**src/rtl/router_fsm_if.sv**
```systemverilog
// Signal bundle between the router control FSM and the source, register block
// and synchronizer. The FSM uses the slave side.
interface router_fsm_if;
  logic       pkt_valid;
  logic [1:0] din;
  logic       parity_done;
  logic       low_pkt_valid;
  logic       fifo_full;
  logic       fifo_empty_0;
  logic       fifo_empty_1;
  logic       fifo_empty_2;
  logic       soft_reset_0;
  logic       soft_reset_1;
  logic       soft_reset_2;
  logic       busy;
  logic       detect_addr;
  logic       lfd_state;
  logic       ld_state;
  logic       laf_state;
  logic       full_state;
  logic       rst_int_reg;
  logic       write_enb_reg;

  modport slave (
    input  pkt_valid, din, parity_done, low_pkt_valid, fifo_full,
           fifo_empty_0, fifo_empty_1, fifo_empty_2,
           soft_reset_0, soft_reset_1, soft_reset_2,
    output busy, detect_addr, lfd_state, ld_state, laf_state, full_state,
           rst_int_reg, write_enb_reg
  );

  modport master (
    output pkt_valid, din, parity_done, low_pkt_valid, fifo_full,
           fifo_empty_0, fifo_empty_1, fifo_empty_2,
           soft_reset_0, soft_reset_1, soft_reset_2,
    input  busy, detect_addr, lfd_state, ld_state, laf_state, full_state,
           rst_int_reg, write_enb_reg
  );
endinterface

```
**src/rtl/router_fsm.sv**
```systemverilog
// Control FSM for the 1x3 router input path: header decode, load/full/parity
// phase sequencing, FIFO write gating and source stall.
module router_fsm (
  input  logic        clk,
  input  logic        rst,
  router_fsm_if.slave bus
);
  localparam int unsigned ADDR_W   = 2;
  localparam int unsigned PORT_CNT = 3;
  localparam logic [ADDR_W-1:0] ADDR_INVALID = 2'b11;

  typedef enum logic [2:0] {
    DECODE_ADDRESS     = 3'd0,
    LOAD_FIRST_DATA    = 3'd1,
    LOAD_DATA          = 3'd2,
    FIFO_FULL_STATE    = 3'd3,
    LOAD_AFTER_FULL    = 3'd4,
    LOAD_PARITY        = 3'd5,
    CHECK_PARITY_ERROR = 3'd6,
    WAIT_TILL_EMPTY    = 3'd7
  } state_e;

  state_e              state_q, state_d;
  logic [ADDR_W-1:0]   addr_q, addr_d;
  logic [PORT_CNT-1:0] fifo_empty_v;
  logic [PORT_CNT-1:0] soft_reset_v;
  logic                hdr_ok;
  logic                empty_din;
  logic                empty_addr;
  logic                soft_sel;

  // Per-port select; the reserved address maps to 0.
  function automatic logic port_bit(input logic [PORT_CNT-1:0] v,
                                    input logic [ADDR_W-1:0]   a);
    case (a)
      2'd0:    port_bit = v[0];
      2'd1:    port_bit = v[1];
      2'd2:    port_bit = v[2];
      default: port_bit = 1'b0;
    endcase
  endfunction

  assign fifo_empty_v = {bus.fifo_empty_2, bus.fifo_empty_1, bus.fifo_empty_0};
  assign soft_reset_v = {bus.soft_reset_2, bus.soft_reset_1, bus.soft_reset_0};
  assign hdr_ok       = bus.pkt_valid && (bus.din != ADDR_INVALID);
  assign empty_din    = port_bit(fifo_empty_v, bus.din);
  assign empty_addr   = port_bit(fifo_empty_v, addr_q);
  assign soft_sel     = port_bit(soft_reset_v, addr_q);

  // State and latched destination address.
  always_ff @(posedge clk) begin
    if (!rst) begin
      state_q <= DECODE_ADDRESS;
      addr_q  <= '0;
    end else begin
      state_q <= state_d;
      addr_q  <= addr_d;
    end
  end

  // Next state, address capture and Moore output decode.
  always_comb begin
    state_d           = state_q;
    addr_d            = addr_q;
    bus.busy          = 1'b0;
    bus.detect_addr   = 1'b0;
    bus.lfd_state     = 1'b0;
    bus.ld_state      = 1'b0;
    bus.laf_state     = 1'b0;
    bus.full_state    = 1'b0;
    bus.rst_int_reg   = 1'b0;
    bus.write_enb_reg = 1'b0;

    case (state_q)
      DECODE_ADDRESS: begin
        bus.detect_addr = 1'b1;
        if (hdr_ok) begin
          addr_d  = bus.din;
          state_d = empty_din ? LOAD_FIRST_DATA : WAIT_TILL_EMPTY;
        end
      end
      LOAD_FIRST_DATA: begin
        bus.busy      = 1'b1;
        bus.lfd_state = 1'b1;
        state_d       = LOAD_DATA;
      end
      LOAD_DATA: begin
        bus.ld_state      = 1'b1;
        bus.write_enb_reg = 1'b1;
        if (bus.fifo_full)       state_d = FIFO_FULL_STATE;
        else if (!bus.pkt_valid) state_d = LOAD_PARITY;
      end
      FIFO_FULL_STATE: begin
        bus.busy       = 1'b1;
        bus.full_state = 1'b1;
        if (!bus.fifo_full) state_d = LOAD_AFTER_FULL;
      end
      LOAD_AFTER_FULL: begin
        bus.busy          = 1'b1;
        bus.laf_state     = 1'b1;
        bus.write_enb_reg = 1'b1;
        if (bus.parity_done)        state_d = DECODE_ADDRESS;
        else if (bus.low_pkt_valid) state_d = LOAD_PARITY;
        else                        state_d = LOAD_DATA;
      end
      LOAD_PARITY: begin
        bus.busy          = 1'b1;
        bus.write_enb_reg = 1'b1;
        state_d           = CHECK_PARITY_ERROR;
      end
      CHECK_PARITY_ERROR: begin
        bus.busy        = 1'b1;
        bus.rst_int_reg = 1'b1;
        state_d         = bus.fifo_full ? FIFO_FULL_STATE : DECODE_ADDRESS;
      end
      WAIT_TILL_EMPTY: begin
        bus.busy = 1'b1;
        if (empty_addr) state_d = LOAD_FIRST_DATA;
      end
      default: state_d = DECODE_ADDRESS;
    endcase

    // A read timeout on the selected port aborts the packet from any state.
    if ((state_q != DECODE_ADDRESS) && soft_sel) state_d = DECODE_ADDRESS;
  end
endmodule
```
**src/flat_wrapper.sv**
```systemverilog
// flat-port wrapper written by rule: the top's interface ports become plain ports
module router_fsm_flat 
  (clk, rst, bus_pkt_valid, bus_din, bus_parity_done, bus_low_pkt_valid, bus_fifo_full, bus_fifo_empty_0, bus_fifo_empty_1, bus_fifo_empty_2, bus_soft_reset_0, bus_soft_reset_1, bus_soft_reset_2, bus_busy, bus_detect_addr, bus_lfd_state, bus_ld_state, bus_laf_state, bus_full_state, bus_rst_int_reg, bus_write_enb_reg);
  router_fsm_if bus_i ();
  input  logic clk;
  input  logic rst;
  input wire logic [$bits(bus_i.pkt_valid)-1:0] bus_pkt_valid;
  input wire logic [$bits(bus_i.din)-1:0] bus_din;
  input wire logic [$bits(bus_i.parity_done)-1:0] bus_parity_done;
  input wire logic [$bits(bus_i.low_pkt_valid)-1:0] bus_low_pkt_valid;
  input wire logic [$bits(bus_i.fifo_full)-1:0] bus_fifo_full;
  input wire logic [$bits(bus_i.fifo_empty_0)-1:0] bus_fifo_empty_0;
  input wire logic [$bits(bus_i.fifo_empty_1)-1:0] bus_fifo_empty_1;
  input wire logic [$bits(bus_i.fifo_empty_2)-1:0] bus_fifo_empty_2;
  input wire logic [$bits(bus_i.soft_reset_0)-1:0] bus_soft_reset_0;
  input wire logic [$bits(bus_i.soft_reset_1)-1:0] bus_soft_reset_1;
  input wire logic [$bits(bus_i.soft_reset_2)-1:0] bus_soft_reset_2;
  output wire logic [$bits(bus_i.busy)-1:0] bus_busy;
  output wire logic [$bits(bus_i.detect_addr)-1:0] bus_detect_addr;
  output wire logic [$bits(bus_i.lfd_state)-1:0] bus_lfd_state;
  output wire logic [$bits(bus_i.ld_state)-1:0] bus_ld_state;
  output wire logic [$bits(bus_i.laf_state)-1:0] bus_laf_state;
  output wire logic [$bits(bus_i.full_state)-1:0] bus_full_state;
  output wire logic [$bits(bus_i.rst_int_reg)-1:0] bus_rst_int_reg;
  output wire logic [$bits(bus_i.write_enb_reg)-1:0] bus_write_enb_reg;
  assign bus_i.pkt_valid = bus_pkt_valid;
  assign bus_i.din = bus_din;
  assign bus_i.parity_done = bus_parity_done;
  assign bus_i.low_pkt_valid = bus_low_pkt_valid;
  assign bus_i.fifo_full = bus_fifo_full;
  assign bus_i.fifo_empty_0 = bus_fifo_empty_0;
  assign bus_i.fifo_empty_1 = bus_fifo_empty_1;
  assign bus_i.fifo_empty_2 = bus_fifo_empty_2;
  assign bus_i.soft_reset_0 = bus_soft_reset_0;
  assign bus_i.soft_reset_1 = bus_soft_reset_1;
  assign bus_i.soft_reset_2 = bus_soft_reset_2;
  assign bus_busy = bus_i.busy;
  assign bus_detect_addr = bus_i.detect_addr;
  assign bus_lfd_state = bus_i.lfd_state;
  assign bus_ld_state = bus_i.ld_state;
  assign bus_laf_state = bus_i.laf_state;
  assign bus_full_state = bus_i.full_state;
  assign bus_rst_int_reg = bus_i.rst_int_reg;
  assign bus_write_enb_reg = bus_i.write_enb_reg;
  router_fsm u_core (.clk(clk), .rst(rst), .bus(bus_i));
endmodule
```
**config.mk**
```make
export PLATFORM = sky130hd
export DESIGN_NAME = router_fsm_flat
export DESIGN_NICKNAME = d
export VERILOG_FILES = /design/src/rtl/router_fsm_if.sv /design/src/rtl/router_fsm.sv /design/src/flat_wrapper.sv
export SDC_FILE = /design/constraint.sdc
export NUM_CORES = 1
export LEC_CHECK = 0
export CAP_MARGIN = 0
export CORE_AREA = 2 2 39 41
export CTS_CLUSTER_SIZE = 25
export DETAILED_ROUTE_END_ITERATION = 6
export DIE_AREA = 0 0 41 43
export DONT_BUFFER_PORTS = 1
export PLACE_DENSITY = 0.46
export SLEW_MARGIN = 20
export SYNTH_ARGS = -nofsm -noshare
export SYNTH_HDL_FRONTEND = slang
export SYNTH_SLANG_ARGS = --single-unit
```
**constraint.sdc**
```tcl
create_clock -name clk -period 2.8 [get_ports clk]
set_input_delay 0.56 -clock clk [delete_from_list [all_inputs] [get_ports clk]]
set_output_delay 0.56 -clock clk [all_outputs]
set_load 0.01 [all_outputs]
```
# --- Yosys cells after proc, flatten, opt, wreduce, memory -nomap -nowiden ---
# Index checks and enable logic that the tools add are counted.
totals:
  regBits: 5
  latch_bits: 0
  mem_bits_rw: 0
  mem_bits_ro: 0
  in_bits: 14
  out_inout_bits: 8
  word_cells: 51
  mem_count: 0
op_classes:
  n_addsub: 0
  multipliers: 0
  div_mod_pow: 0
  magnitude_cmp: 0
  eq_ne: 16
  shifts: 0
  n_mux: 21
  n_bitwise: 1
  reduce_logical: 11
op_table:
  columns: ["op", "n"]
  rows:
  - ["2-to-1 mux 3 bit", 8]
  - ["one-hot mux 3 bit (8 select lines)", 1]
  - ["equality test 3 bit, second input constant", 4]
  - ["one-hot mux 1 bit (3 select lines)", 3]
  - ["2-to-1 mux 1 bit", 8]
  - ["equality test 3 x 2 -> 1 bit, second input constant", 2]
  - ["OR reduction 6 bit", 1]
  - ["equality test 2 x 1 -> 1 bit, second input constant", 2]
  - ["equality test 2 bit, second input constant", 2]
  - ["logical NOT 2 bit", 2]
  - ["inequality test 2 x 1 -> 1 bit, second input constant", 2]
  - ["inequality test 2 bit, second input constant", 2]
  - ["AND reduction 4 bit", 1]
  - ["equality test 3 x 1 -> 1 bit, second input constant", 1]
  - ["logical NOT 3 bit", 1]
  - ["inequality test 3 bit, second input constant", 1]
  - ["nonzero test 3 bit", 1]
  - ["OR reduction 3 bit", 1]
  - ["logical AND 1 bit", 2]
  - ["2-to-1 mux 2 bit", 1]
  - ["AND reduction 2 bit", 1]
  - ["OR reduction 2 bit", 1]
  - ["inverter 1 bit", 1]

# --- Longest topological paths before layout ---
depth:
  word_depth: 5
  ltp_mapped: 5
  depth_no_buf: 5

# --- Worst setup path after synthesis ---
# Ideal clock, no wire load.
synth_path:
  path_kind: "reg2out"
  start: "reg u_core.state_q[0]"
  end: "out bus_detect_addr"
  arrival_time_ps: 833
  t_required_ps: 2240
  slack_ps: 1407
  stages_incl_launch_ff: 3
  n_path_buf: 0
  cell_sequence: "dfxtp_1 -> or3_4 -> inv_2"
synth_between:
  elab_chain_cells: 2
synth_rtl:
  columns: ["element", "line_no", "text"]
  rows:
  - ["start: declaration", "router_fsm.sv:23", "state_e state_q, state_d;"]
  - ["start signal: assignment", "router_fsm.sv:56", "state_q <= state_d;"]
  - ["logical NOT 3 bit", "router_fsm.sv:74", "case (state_q)"]
  - ["2-to-1 mux 1 bit", "router_fsm.sv:74", null]
  - ["end: declaration", "flat_wrapper.sv:19", "output wire logic [$bits(bus_i.detect_addr)-1:0] bus_detect_addr;"]
# Every way passes these cells.

# --- Worst setup path after layout ---
# Same ends and word-level chain as after synthesis.

==> results.toml <==
[status]
status = "finished clean"

[global_routing]
first_global_vias = 393
gr-usage-all-layers_pct = 13.8
antenna_found_initial = 0
grt_first_pass_wirelength_um = 1640
grt_max_degree = 17
grt-ovfl-total = 0

[clock_network]
cts_buffers = 3
post_cts_buffers = 0
clockBufferDepth = 2
cts_root_buffer = "clkbuf_4"
cts-hold-fix-buffers = 0
clk_latency_ps = 240
cts_tree = "built"
cts_htree_levels = 1
cts.sinks = 5
cts_resized = 0
path_clk_slew_ps = 50

[sta]
setup_tns_ps = 0
setup_violations = 0
worstMarginPinSlew_ps = 416
worst_slew_margin_rel_pct = 72.2
period_needed_ps = 1810
fin_crit_sh_pct = 64.6
maxSlewViolCount = 0
rsz0062_at_grt = "no"
max_freq_mhz = 553
hold_viol = 0
fin_skew_ps = 4.38

[power_and_ir_drop]
total_power_mw = 0.542
cellLeakagePower_nw = 0.209
ir_drop_mv = 0.430
p_per_area_nw_per_um2 = 1130

[critical_path]
worstPathMaxFanout = 16
cp_data_arrival_time_ps = 1250
cp-start-kind = "register"
cp_data_required_time_ps = 2240
crit_type = "register to output port"
endpoint_kind = "output port"

[placed_design]
io_buffers = 0
gp_congestion = 0.771
place_inst = 73
place_hpwl_um = 869
dpl_cell_area_um2 = 453

[cells_and_area]
antenna_cells = 0
syn_to_final_growth_pct = 9.43
fillers = 157
drive_gt1_share_pct = 16.4
design_area_um2 = 479
finalNonFillerCells = 77
num-nets-final = 76

[yosys]
synth_top_cell_by_area = "dfxtp_1"
ys_seq_elements = 5
synth-seq-area-share_pct = 22.9
synth_cell_types = 29
synth_area_leaders = "dfxtp_1 23%, a21oi_1 6.9%, mux2i_1 6.9%, nor2_1 6.0%, o221a_1 5.1%"
synth_cells = 58
ys_warn_count = 0
synth_area_um2 = 438
yosysTopAreaCellShare_pct = 22.9
synth_nets = 72
syn_avg_cell_area_um2 = 7.55

[die]
core-area_um2 = 1380
die_h_um = 43
dieArea_um2 = 1760
core.rowCount = 14
pin_count = 22
fp.dieW_um = 41
initial_utilization_pct = 31.6

[route]
routed_wl_um = 1090
num_vias = 431
wl_per_cell_um = 14.2
drtAntennaViolNets = 0
drt_first_pass_iters = 4
drtIter0Drc = 7
drt_drc_violations_left = 0
viasPerCell = 5.60

[min_path]
hp-class = "input port to register"

[run]
max_cap_viol_count = 0
## stage by stage
| step | setup WS (ps) | hold slack [ps] | util, % |
|---|---|---|---|
| detailed placement | 1240 | 614 | 32.7 |
| global route | 914 | 464 | 34.6 |
| finish | 991 | 473 | 34.6 |
| floorplan | 1410 | 570 | - |
| global placement | 1250 | 634 | 32.7 |
| CTS | 975 | 465 | 34.6 |
## power breakdown
part	internal [mW]	switching, mW
logic	0.122	0.179
registers	0.0990	0.0592
clock network	0.0538	0.0287
total	0.275	0.266
## state kept, by name (all words and copies together), names as in the netlist
register        cells
u_core.addr_q       2
u_core.state_q      3
## cell usage in the layout (no fill, tap or decap), drive strengths merged
cell / synthesis / layout
a221oi: 1 / 1
o21ai: 3 / 3
o311a: 2 / 2
nand3b: 1 / 1
and3: 3 / 3
o211a: 1 / 1
a21oi: 6 / 6
nor3: 2 / 2
or2: 1 / 1
o31ai: 1 / 1
nand2: 5 / 5
or3: 1 / 1
o22ai: 2 / 2
o2bb2ai: 1 / 1
nor2: 7 / 7
clkbuf: 0 / 4
dfxtp: 5 / 5
o2111ai: 1 / 1
o221a: 2 / 2
nand2b: 1 / 1
or3b: 1 / 1
inv: 5 / 5
nor2b: 1 / 1
mux2i: 3 / 3
nand4b: 1 / 1
## final cells by class
class                      count  area (µm²)  share of cell area [%]
multi-input combinational     47         314                    65.5
sequential                     5         100                    20.9
clock buffer                   4        26.3                    5.48
tap                           16        20.0                    4.18
inverter                       5        18.8                    3.92
## Yosys cell counts, drive strengths merged
cell,instances
a21oi,6
a221oi,1
and3,3
buf,1
dfxtp,5
inv,5
mux2i,3
nand2,5
nand2b,1
nand3b,1
nand4b,1
nor2,7
nor2b,1
nor3,2
o2111ai,1
o211a,1
o21ai,3
o221a,2
o22ai,2
o2bb2ai,1
o311a,2
o31ai,1
or2,1
or3,1
or3b,1
## metal layers
layer | wire [µm] | share of wire, % | global-route usage, % | vias to the layer above
met4 | 0 | 0 | 8.00 | 0
met2 | 483 | 44 | 18.4 | 11
met3 | 79 | 7.2 | 3.14 | 0
met5 | 0 | 0 | 0 | -
li1 | - | - | - | 227
met1 | 530 | 49 | 19.3 | 193
## kinds of logic after synthesis
| family | synth area share (%) |
|---|---|
| AO/OA/AOI/OAI | 33.1 |
| AND/OR/NAND/NOR | 31.7 |
| multiplexers | 6.86 |
| flip-flops | 22.9 |
| buffers and inverters | 5.43 |
## worst max-delay path, cell delays in order, from the launching register on
cell     delay, ps
dfxtp_1        430
or3_4          470
inv_2          110
## path summary, 6_finish.rpt
path	startpoint	to	slack [ps]	cells past startpoint
worst min-delay path	rst	u_core.addr_q[0]$_SDFFE_PN0P_	470	1
worst max-delay path	u_core.state_q[0]$_SDFFE_PP0P_	bus_detect_addr	990	2
worst max register to register	u_core.state_q[0]$_SDFFE_PP0P_	u_core.state_q[0]$_SDFFE_PP0P_	1270	4
worst min register to register	u_core.addr_q[0]$_SDFFE_PN0P_	u_core.addr_q[0]$_SDFFE_PN0P_	610	1
Power figures use the tool's default switching activity.
